--- config.mk ---
export PLATFORM = sky130hd
export DESIGN_NAME = serial_adder
export DESIGN_NICKNAME = d
export VERILOG_FILES = /design/src/rtl/serial_adder.sv
export SDC_FILE = /design/constraint.sdc
export NUM_CORES = 1
export LEC_CHECK = 0
export CORE_UTILIZATION = 38
export DETAILED_ROUTE_END_ITERATION = 10
export PLACE_DENSITY = 0.63
export SYNTH_ARGS = -nofsm -noshare
export SYNTH_HDL_FRONTEND = slang
export SYNTH_HIERARCHICAL = 1
export SYNTH_SLANG_ARGS = --single-unit
export TNS_END_PERCENT = 50
--- constraint.sdc ---
create_clock -name CLK -period 1.3 [get_ports CLK]
set_clock_uncertainty 0.15 [all_clocks]
set_input_delay 0.26 -clock CLK [delete_from_list [all_inputs] [get_ports CLK]]
set_output_delay 0.26 -clock CLK [all_outputs]
set_load 0.005 [all_outputs]
--- src/rtl/serial_adder.sv ---
// serial_adder: bit-serial adder computing A + B + Cin, one bit per clock.
// A single full_adder cell is time-multiplexed over the operand bits. A registered
// carry links consecutive bits.
//
// Ports:
//   CLK   - rising-edge clock
//   RST   - synchronous, active-high reset
//   START - begin an addition (accepted in IDLE or FIN)
//   A, B  - WIDTH-bit operands, captured on the accepting edge
//   Cin   - carry-in, captured on the accepting edge
//   BUSY  - high while bits are being processed
//   DONE  - one-cycle pulse after SUM/COUT update
//   SUM   - registered low WIDTH bits of A+B+Cin
//   COUT  - registered carry-out (bit WIDTH of A+B+Cin)

// One-bit full adder cell fed by the serial sequencer.
module full_adder (
    input  logic i_a,
    input  logic i_b,
    input  logic i_cin,
    output logic o_sum,
    output logic o_cout
);
    assign o_sum  = i_a ^ i_b ^ i_cin;
    assign o_cout = (i_a & i_b) | (i_a & i_cin) | (i_b & i_cin);
endmodule

module serial_adder #(
    parameter int unsigned WIDTH = 8
) (
    input  logic             CLK,
    input  logic             RST,
    input  logic             START,
    input  logic [WIDTH-1:0] A,
    input  logic [WIDTH-1:0] B,
    input  logic             Cin,
    output logic             BUSY,
    output logic             DONE,
    output logic [WIDTH-1:0] SUM,
    output logic             COUT
);
    localparam int unsigned CW = $clog2(WIDTH);
    localparam logic [CW-1:0] LAST = CW'(WIDTH - 1);

    typedef enum logic [1:0] {StIdle, StRun, StFin} state_t;

    state_t           r_state;
    state_t           w_state_next;
    logic [WIDTH-1:0] r_a_sr;
    logic [WIDTH-1:0] r_b_sr;
    logic [WIDTH-1:0] r_res;
    logic             r_carry;
    logic [CW-1:0]    r_cnt;
    logic             w_load;
    logic             w_last;
    logic             w_sum;
    logic             w_cout;

    full_adder u_fa (
        .i_a    (r_a_sr[0]),
        .i_b    (r_b_sr[0]),
        .i_cin  (r_carry),
        .o_sum  (w_sum),
        .o_cout (w_cout)
    );

    always_ff @(posedge CLK) begin
        if (RST) begin
            r_state <= StIdle;
        end else begin
            r_state <= w_state_next;
        end
    end

    // FIN accepts START exactly like IDLE so additions can run back-to-back.
    always_comb begin
        w_state_next = r_state;
        BUSY         = 1'b0;
        DONE         = 1'b0;
        w_load       = 1'b0;
        w_last       = 1'b0;
        unique case (r_state)
            StIdle: begin
                if (START) begin
                    w_load       = 1'b1;
                    w_state_next = StRun;
                end
            end
            StRun: begin
                BUSY = 1'b1;
                if (r_cnt == LAST) begin
                    w_last       = 1'b1;
                    w_state_next = StFin;
                end
            end
            StFin: begin
                DONE = 1'b1;
                if (START) begin
                    w_load       = 1'b1;
                    w_state_next = StRun;
                end else begin
                    w_state_next = StIdle;
                end
            end
            default: w_state_next = StIdle;
        endcase
    end

    always_ff @(posedge CLK) begin
        if (RST) begin
            r_a_sr  <= '0;
            r_b_sr  <= '0;
            r_res   <= '0;
            r_carry <= 1'b0;
            r_cnt   <= '0;
            SUM     <= '0;
            COUT    <= 1'b0;
        end else if (w_load) begin
            r_a_sr  <= A;
            r_b_sr  <= B;
            r_res   <= '0;
            r_carry <= Cin;
            r_cnt   <= '0;
        end else if (r_state == StRun) begin
            // LSB-first: each sum bit enters at the MSB, so after WIDTH shifts
            // bit 0 has reached position 0.
            r_a_sr  <= {1'b0, r_a_sr[WIDTH-1:1]};
            r_b_sr  <= {1'b0, r_b_sr[WIDTH-1:1]};
            r_res   <= {w_sum, r_res[WIDTH-1:1]};
            r_carry <= w_cout;
            r_cnt   <= r_cnt + CW'(1);
            if (w_last) begin
                SUM  <= {w_sum, r_res[WIDTH-1:1]};
                COUT <= w_cout;
            end
        end
    end
endmodule

==> out/qor.yml, run 1 <==
p_per_area_mw_per_mm2: 1240
grt_start_max_net_pins: 27
crit_required_ns: 0.89
fin_area_mm2: 0.00234
core_mm2: 0.00380
worstPathArrival_ns: 0.99
critPathMaxStageDelay_ns: 0.33
h-tree-depth: 2
num_vias: 1453
dpl-instance-area_mm2: 0.00192
vdd_drop_max_mv: 0.808
nets: 247
grt_util_all_layers_pct: 18.2
drtAntennaViolNets: 0
min_from: "r_res[1]"
status: "complete, but fails checks"
routed_via_density: 5.32
critPathKind: "flip-flop to output pin"
first_global_vias: 1323
whs_path_depth: 2
wl_per_cell_um: 14.3
worstRegToRegCells: 6
leakagePower_nw: 0.860
die_w_um: 66.2
grt_setup_unrepaired: "yes"
reg2reg_from: "r_cnt[0]"
synth_warnings: 6
holdPathEnd: "r_res[1]"
hpwl_mm: 2.29
path_max_fanout: 4
routed_wl_mm: 3.90
fin_crit_sh_pct: 108
r2r-end: "SUM[5]"
async_flop_share_pct: 0
synthesis.nets: 200
overflow: 0
setup_viol: 12
synth_top_area_share_pct: 48.6
path_clk_slew_ns: 0.08
chipHeight_um: 66.2
final_cells: 273
area_growth_pct: 49.3
fillers: 302
dp.cells: 254
seq_area_frac_synth_pct: 48.6
p_total_mw: 2.91
synth_edf_count: 0
fin_ws_ns: -0.0986
ff2ff_setup_slack_ns: -0.02
diodes: 0
ys_seq_elements: 38
cts_made_buffers: 5
synthFlopType: "dfxtp_1"
io_buffers: 30
regArea_um2: 779
drc: 0
ys_top_cells_by_count: "40 x nand2_1, 38 x dfxtp_1, 20 x a21oi_1"
fin_setup_tns_ns: -0.328
post_synth_main_area_contributors: "dfxtp_1 49%, nand2_1 9.6%, a21oi_1 6.4%"
die_area_mm2: 0.00438
gp_congestion: 0.744
grt_antenna_before_repair: 0
drt_iter0_drc: 83
start_util_pct: 41.2
cp_cell_sequence: "nand2b_4 > clkinv_8 > clkbuf_2"
syn_area_mm2: 0.00157
drt-pass1-iter-count: 4
relSlewSlack_pct: 74.5
final_core_util_pct: 61.5
synth.avg_cell_area_um2: 8.84
io_pins: 31
critPathLaunchType: "flip-flop"
grt_pass1_wl_mm: 5.87
hold_path_class: "flip-flop to flip-flop"
fmax_ghz: 0.715
cts_tree: "done"
tightestPinTransition_ns: 0.382
clock_latency_ns: 0.30
cts.sinks: 38
cpMaxStageDelayCell: "dfxtp_2"
drive_gt1_share_pct: 31.1
violations: "negative setup slack"
synth.most_common_cell: "nand2_1"
netlist_instances: 177
hold_viol: 0
yosysTopAreaCell: "dfxtp_1"
maxCapViolations: 0
slew_violations: 0
ys_types: 25
period_needed_ns: 1.40
cts_root_buffer: "clkbuf_8"
placementRows: 22
end_kind: "output pin"
cts_max_path_buffers: 2
multi_input_area_um2: 802
ctsHoldBuffers: 0
stage by stage:
step | setup slack [ns] | hold WS, ns
after floorplan | -0.00629 | 0.246
after CTS | -0.159 | 0.311
after global placement | -0.310 | 0.294
after global routing | -0.135 | 0.334
final | -0.0986 | 0.308
after detailed placement | -0.400 | 0.300
worst max-delay path: cells and delay by family, from the launching register on:
kind	cells	cell delay [ns]
DFF	1	0.33
and+or+nand+nor	1	0.18
buffers and inverters	2	0.18
sequential cells by signal, indices dropped and copies added (netlist names):
register / count
COUT: 1
r_a_sr: 8
SUM: 8
r_b_sr: 8
r_state: 2
r_carry: 1
r_cnt: 3
r_res: 7
metal layers:
layer,track usage (%),vias up,part of all wire [%]
met5,0,-,0
met4,7.98,0,2.9
li1,-,712,-
met1,21.4,692,43
met3,4.66,10,4.2
met2,30.9,39,49
power breakdown:
part           switching, mW  internal (mW)  total (mW)
Clock                  0.439          0.769        1.21
Combinational          0.206          0.234       0.440
Sequential            0.0396           1.22        1.26
how the worst max path moves through the flow:
| stage | startpoint | endpoint | depth (start not counted) |
|---|---|---|---|
| after floorplan | r_cnt[0] | SUM[2] | 5 |
| after global placement | START | r_b_sr[2] | 5 |
| after detailed placement | START | r_b_sr[0] | 5 |
| after CTS | r_state[1] | BUSY | 3 |
| after global routing | r_state[1] | BUSY | 3 |
| final | r_state[1] | BUSY | 3 |
logic make-up after synthesis:
logic type               after synthesis  share of synthesized area, %
adder cells (fa/ha/maj)                3                          2.88
buffers and inverters                 15                          8.23
multiplexers                           1                         0.640
AND/OR/NAND/NOR                       83                          23.7
AO/OA/AOI/OAI                         36                          15.4
flip-flops                            38                          48.6
XOR/XNOR                               1                         0.560
cell usage in the layout, fill, tap and decap left out, types with 2 or more instances in the layout:
master,Yosys,routed
a21oi_1,20,14
a21oi_2,0,6
a311oi_2,3,5
buf_12,0,3
buf_2,3,3
buf_4,2,7
buf_6,5,6
bufinv_16,0,2
clkbuf_16,0,2
clkbuf_8,0,5
clkdlybuf4s15_1,0,7
clkdlybuf4s50_1,0,18
dfxtp_1,38,25
dfxtp_2,0,12
dlygate4sd2_1,0,3
ha_4,0,2
nand2_1,40,37
nand2_2,0,2
nand2b_2,0,2
nand2b_4,1,3
nand3_1,11,11
nor2_1,9,9
nor3_1,17,16
o22ai_1,8,8
timing repair:
action                     in CTS  in global routing
gates cloned                    1                  6
pin swaps                       6                  6
setup endpoints to repair      48                 46
gates resized for setup        45                 30
buffers inserted                1                  3
final cells by class:
type / count / share of cell area, %
Tap cell: 48 / 2.57
Clock buffer: 5 / 2.94
Multi-Input combinational cell: 127 / 34.3
Inverter: 1 / 0.696
Clock inverter: 3 / 2.94
Sequential cell: 38 / 33.4
Timing Repair Buffer: 51 / 23.2
No activity file was read; power rests on OpenSTA's default activity.
==> run 2, diff against run 1 <==
--- a/config.mk
+++ b/config.mk
@@ -5,9 +5,9 @@
 export SDC_FILE = /design/constraint.sdc
 export NUM_CORES = 1
 export LEC_CHECK = 0
-export CORE_UTILIZATION = 38
+export CORE_UTILIZATION = 45
 export DETAILED_ROUTE_END_ITERATION = 10
-export PLACE_DENSITY = 0.63
+export PLACE_DENSITY = 0.73
 export SYNTH_ARGS = -nofsm -noshare
 export SYNTH_HDL_FRONTEND = slang
 export SYNTH_HIERARCHICAL = 1
==> out/qor.yml, run 2 (same netlist as run 1, synthesis figures left out) <==
p_per_area_mw_per_mm2: 1090  # was 1240 mW/mm2
die_area_mm2: 0.00372  # was 0.00438 mm2
h-tree-depth: 2  # unchanged
grt_setup_unrepaired: "yes"  # unchanged
worstPathArrival_ns: 1.03  # was 0.99 ns
final_common_cell: "nand2_1"  # unchanged
drive_gt1_share_pct: 46.1  # was 31.1%
dp_slack_ns: -0.343  # was -0.400 ns
cts.sinks: 38  # unchanged
chipHeight_um: 61.0  # was 66.2 um
core_mm2: 0.00334  # was 0.00380 mm2
drt_iter0_drc: 70  # was 83
fin_ws_ns: -0.142  # was -0.0986 ns
fin_crit_sh_pct: 111  # was 108%
cts_max_path_buffers: 2  # unchanged
cts_root_buffer: "clkbuf_4"  # was clkbuf_8
vdd_drop_max_mv: 0.686  # was 0.808 mV
critPathLaunchType: "flip-flop"  # unchanged
path_clk_slew_ns: 0.13  # was 0.08 ns
cts_made_buffers: 5  # unchanged
hold_viol: 0  # unchanged
routed_wl_mm: 4.34  # was 3.90 mm
setup_viol: 35  # was 12
end_kind: "output pin"  # unchanged
diodes: 0  # unchanged
leakagePower_nw: 0.901  # was 0.860 nW
first_global_vias: 1260  # was 1323
worstRegToRegCells: 7  # was 6
r2r-end: "SUM[7]"  # was SUM[5]
gp_congestion: 0.709  # was 0.744
status: "complete, but fails checks"  # unchanged
drt-pass1-iter-count: 4  # unchanged
nets: 252  # was 247
grt_start_max_net_pins: 27  # unchanged
clock_latency_ns: 0.35  # was 0.30 ns
violations: "negative setup slack"  # unchanged
area_growth_pct: 56.4  # was 49.3%
io_buffers: 30  # unchanged
grt_pass1_wl_mm: 5.38  # was 5.87 mm
drtAntennaViolNets: 0  # unchanged
reg2reg_from: "r_state[1]"  # was r_cnt[0]
fmax_ghz: 0.694  # was 0.715 GHz
drc: 0  # unchanged
tightestPinTransition_ns: 0.220  # was 0.382 ns
p_total_mw: 2.67  # was 2.91 mW
maxCapViolations: 0  # unchanged
relSlewSlack_pct: 85.3  # was 74.5%
wl_per_cell_um: 15.7  # was 14.3 um
die_w_um: 61.0  # was 66.2 um
final_cell_mix: "32 x nand2_1, 25 x dfxtp_1, 19 x clkdlybuf4s50_1"  # was 37 x nand2_1, 25 x dfxtp_1, 18 x clkdlybuf4s50_1
fillers: 252  # was 302
ff2ff_setup_slack_ns: -0.09  # was -0.02 ns
critPathKind: "flip-flop to output pin"  # unchanged
path_max_fanout: 3  # was 4
critPathLaunch: "r_state[1]"  # unchanged
start_util_pct: 46.9  # was 41.2%
placementRows: 21  # was 22
hold_path_class: "flip-flop to flip-flop"  # unchanged
overflow: 0  # unchanged
period_needed_ns: 1.44  # was 1.40 ns
timing.critical_path.to: "BUSY"  # unchanged
crit_required_ns: 0.89  # about the same
hpwl_mm: 2.36  # was 2.29 mm
grt_util_all_layers_pct: 20.1  # was 18.2%
grt_antenna_before_repair: 0  # unchanged
cts_tree: "done"  # unchanged
routed_via_density: 5.44  # was 5.32
reg_top3: "SUM: 8 flops, r_a_sr: 8 flops, r_b_sr: 8 flops"  # unchanged
num_vias: 1502  # was 1453
slew_violations: 0  # unchanged
io_pins: 31  # unchanged
==> run 2: cell types whose count changed in the layout (fill, tap and decap cells not counted), sizes merged <==
cell and delta:
buf +16, bufinv -1, clkbuf +1, clkdlybuf4s15 -7
clkdlybuf4s50 +1, clkinv -1, clkinvlp +2, dlygate4sd2 -3
nand2b -3
==> run 2: where the power goes <==
part	total [mW]	leakage (nW)	internal, mW	switching [mW]
Clock	0.843	0.0374	0.403	0.440
Combinational	0.558	0.546	0.310	0.248
Sequential	1.27	0.317	1.22	0.0478
Total	2.67	0.901	1.93	0.736
==> run 2: layout make-up <==
class	instances	area [um2]	area share (%)
clock buffers	5	37.5	1.53
flip-flops and latches	38	779	31.9
well taps	46	57.6	2.35
inverters	1	16.3	0.665
clock inverters	3	45.0	1.84
repair buffers	59	631	25.8
multi-input cells	124	881	36.0
==> run 2: how the worst min path moves through the flow <==
| stage | from | endpoint | slack, ns | cells after the start |
|---|---|---|---|---|
| 6_report | SUM[1] | SUM[1] | 0.31 | 2 |
| 5_1_grt | SUM[1] | SUM[1] | 0.33 | 2 |
| 4_1_cts | A[7] | r_a_sr[7] | 0.31 | 3 |
| 3_5_place_dp | SUM[1] | SUM[1] | 0.30 | 2 |
| 3_3_place_gp | r_cnt[1] | r_cnt[1] | 0.29 | 2 |
| 2_1_floorplan | A[7] | r_a_sr[7] | 0.25 | 2 |
==> run 2: through the flow <==
stage               TNS, ns  cell area [um2]  hold slack [ns]  utilization [%]  std cells
floorplan           -0.0315             1570            0.246                -        177
global placement      -7.31             1980            0.292             59.3        258
detailed placement    -8.41             1980            0.304             59.3        258
CTS                   -2.23             2040            0.313             61.2        266
global route          -3.89             2450            0.331             73.3        276
finish                -1.59             2450            0.313             73.3        276
==> run 2: critical path, stage by stage, from the launching register on <==
cell and delay (ns):
dfxtp_2 0.35, nand2b_4 0.16, clkinv_8 0.06, buf_6 0.11
==> run 2: repair_timing <==
item                       4_1_cts  5_1_grt
buffers inserted                 0        5
hold buffers                     0        0
pin swaps                        0       10
setup endpoints to repair       48       40
resized for setup               60       57
cloned                           0        5
==> run 2: metal layers <==
layer / global-route usage [%] / share of wire, %
met5: 0 / 0
met3: 5.12 / 5.2
met2: 33.4 / 51
met4: 8.44 / 2.2
met1: 24.8 / 42
==> run 3, diff against run 2 <==
==> config.mk (replaced) <==
export PLATFORM = sky130hd
export DESIGN_NAME = serial_adder
export DESIGN_NICKNAME = d
export VERILOG_FILES = /design/src/rtl/serial_adder.sv
export SDC_FILE = /design/constraint.sdc
export NUM_CORES = 1
export LEC_CHECK = 0
export ABC_AREA = 1
export CORE_UTILIZATION = 47
export DETAILED_ROUTE_END_ITERATION = 10
export PLACE_DENSITY = 0.74
export SYNTH_ARGS = -nofsm -noshare
export SYNTH_HDL_FRONTEND = slang
export SYNTH_HIERARCHICAL = 1
export SYNTH_SLANG_ARGS = --single-unit
export TNS_END_PERCENT = 1
==> out/qor.yml, run 3 <==
status: "complete, but fails checks"  # unchanged
violations: "negative setup slack"  # unchanged
worstRegToRegCells: 8  # was 7
grt_start_max_net_pins: 25  # was 27
grt_setup_unrepaired: "yes"  # unchanged
routed_via_density: 4.75  # was 5.44
critPathKind: "flip-flop to flip-flop"  # was flip-flop to output pin
crit_required_ns: 1.38  # was 0.89 ns
tightestPinTransition_ns: 0.343  # was 0.220 ns
die_area_mm2: 0.00404  # was 0.00372 mm2
cpMaxStageDelayCell: "dfxtp_2"  # unchanged
fin_crit_sh_pct: 107  # was 111%
path_max_fanout: 6  # was 3
area_growth_pct: 37.3  # was 56.4%
relSlewSlack_pct: 77.2  # was 85.3%
clock_latency_ns: 0.29  # was 0.35 ns
seq_area_frac_synth_pct: 42.7  # was 48.6%
end_kind: "flip-flop"  # was output pin
maxCapViolations: 0  # unchanged
reg_top3: "SUM: 8 flops, r_a_sr: 8 flops, r_b_sr: 8 flops"  # unchanged
cts_made_buffers: 5  # unchanged
path_buf_inv: 2  # unchanged
io_buffers: 30  # unchanged
grt_util_all_layers_pct: 20.0  # was 20.1%
vdd_drop_max_mv: 0.644  # was 0.686 mV
post_synth_main_area_contributors: "dfxtp_1 43%, nand2_1 13%, inv_1 5.7%"  # was dfxtp_1 49%, nand2_1 9.6%, a21oi_1 6.4%
diodes: 0  # unchanged
synthFlopType: "dfxtp_1"  # unchanged
final_common_cell: "nand2_1"  # unchanged
hold_path_class: "flip-flop to flip-flop"  # unchanged
async_flop_share_pct: 0  # unchanged
cp.depth: 8  # was 3
cts_max_path_buffers: 2  # unchanged
drtAntennaViolNets: 0  # unchanged
synth_edf_count: 0  # unchanged
grt_pass1_wl_mm: 6.21  # was 5.38 mm
chipHeight_um: 63.6  # was 61.0 um
overflow: 0  # unchanged
slew_violations: 0  # unchanged
p_per_area_mw_per_mm2: 1200  # was 1090 mW/mm2
synth_top_area_share_pct: 42.7  # was 48.6%
first_global_vias: 1415  # was 1260
hold_viol: 0  # unchanged
setup_viol: 14  # was 35
cp_cell_sequence: "ha_4 > ha_4 > inv_4 > nor2_4 > nand2_1 > inv_2 > nand2_1 > nand2_1"  # was nand2b_4 > clkinv_8 > buf_6
critPathMaxStageDelay_ns: 0.36  # was 0.35 ns
ys_types: 27  # was 25
num_vias: 1578  # was 1502
ff2ff_setup_slack_ns: -0.09  # about the same
min_from: "SUM[3]"  # was SUM[1]
placementRows: 22  # was 21
nets: 306  # was 252
period_needed_ns: 1.39  # was 1.44 ns
netlist_instances: 235  # was 177
core_mm2: 0.00366  # was 0.00334 mm2
drive_gt1_share_pct: 27.1  # was 46.1%
cp_common_cell: "nand2_1"
holdPathEnd: "SUM[3]"  # was SUM[1]
ys_seq_elements: 38  # unchanged
drc: 0  # unchanged
cp_top_family: "simple AND/OR/NAND/NOR gates"  # was flip-flops
reg2reg_from: "r_cnt[1]"  # was r_state[1]
gp_congestion: 0.787  # was 0.709
fin_ws_ns: -0.0946  # was -0.142 ns
cts_root_buffer: "clkbuf_8"  # was clkbuf_4
drt_iter0_drc: 134  # was 70
hpwl_mm: 2.32  # was 2.36 mm
routed_wl_mm: 3.83  # was 4.34 mm
die_w_um: 63.6  # was 61.0 um
synth_warnings: 6  # unchanged
fmax_ghz: 0.717  # was 0.694 GHz
ys_top_cells_by_count: "63 x nand2_1, 38 x dfxtp_1, 27 x inv_1"  # was 40 x nand2_1, 38 x dfxtp_1, 20 x a21oi_1
grt_antenna_before_repair: 0  # unchanged
wl_per_cell_um: 11.5  # was 15.7 um
drt-pass1-iter-count: 4  # unchanged
fillers: 302  # was 252
cts_tree: "done"  # unchanged
worstPathArrival_ns: 1.48  # was 1.03 ns
p_total_mw: 2.93  # was 2.67 mW
syn_area_mm2: 0.00178  # was 0.00157 mm2
whs_path_depth: 2  # unchanged
fin_setup_tns_ns: -0.478  # was -1.59 ns
io_pins: 31  # unchanged
cts.sinks: 38  # unchanged
synth.most_common_cell: "nand2_1"  # unchanged
start_util_pct: 48.7  # was 46.9%
synth.avg_cell_area_um2: 7.59  # was 8.84 um2
yosysTopAreaCell: "dfxtp_1"  # unchanged
h-tree-depth: 2  # unchanged
synthesis.nets: 258  # was 200
r2r-end: "SUM[5]"  # was SUM[7]
hold_ws_ns: 0.316  # was 0.313 ns
path_clk_slew_ns: 0.08  # was 0.13 ns
critPathLaunchType: "flip-flop"  # unchanged
leakagePower_nw: 1.12  # was 0.901 nW
final_cell_mix: "57 x nand2_1, 26 x dfxtp_1, 25 x inv_1"  # was 32 x nand2_1, 25 x dfxtp_1, 19 x clkdlybuf4s50_1
ctsHoldBuffers: 0  # unchanged
[run 3: metal layers]
metal	GRT usage [%]	routed length, um
met1	24.2	1800
met4	9.38	65
met5	0	0
met3	4.53	105
met2	33.1	1860
[run 3: final cells by class]
type,instances,area [um2],share of cell area [%]
multi-input cells,156,855,34.9
inverters,33,149,6.08
well taps,48,60.1,2.45
clock inverters,2,60.1,2.45
clock buffers,6,82.6,3.37
flip-flops and latches,38,778,31.8
repair buffers,49,463,18.9
[run 3: worst reg2reg max path, stage by stage (launching register included)]
cell and delay, ns:
dfxtp_2 0.36, ha_4 0.14, ha_4 0.13, inv_4 0.04, nor2_4 0.15, nand2_1 0.09, inv_2 0.13, nand2_1 0.08
nand2_1 0.07
[run 3: repair_timing]
item | in CTS | in global routing
cloned | 0 | 1
setup buffers | 1 | 3
gates resized for setup | 32 | 37
endpoints found under the setup margin | 41 | 46
pin swaps | 1 | 12
[run 3: cell families (layout without fill, tap and decap cells)]
kind of cell | Yosys count | count (layout) | share of synthesized area, %
simple gates | 121 | 122 | 32.4
compound gates | 30 | 30 | 9.05
fa+ha+maj | 3 | 3 | 2.53
flops | 38 | 38 | 42.7
xor+xnor | 1 | 1 | 0.491
buf+inv | 42 | 90 | 12.9
[run 3: worst max-delay path by stage]
stage / start / to / slack (ns)
2_1_floorplan: r_cnt[0] / SUM[7] / 0.04
3_3_place_gp: START / r_a_sr[5] / -0.36
3_5_place_dp: START / r_b_sr[1] / -0.38
4_1_cts: r_state[1] / DONE / -0.11
5_1_grt: r_cnt[1] / SUM[5] / -0.14
6_report: r_cnt[1] / SUM[5] / -0.09
[run 3: through the flow]
stage	utilization, %	worst slack (ns)	cells	cell area, um2
4_1_cts	63.7	-0.111	328	2330
2_1_floorplan	-	0.0395	235	1780
3_3_place_gp	59.3	-0.362	319	2170
6_report	66.8	-0.0946	332	2450
5_1_grt	66.8	-0.145	332	2450
3_5_place_dp	59.3	-0.384	319	2170
[run 3: power breakdown]
| group | switching [mW] | internal [mW] |
|---|---|---|
| registers | 0.0401 | 1.22 |
| logic | 0.236 | 0.201 |
| clock network | 0.413 | 0.818 |
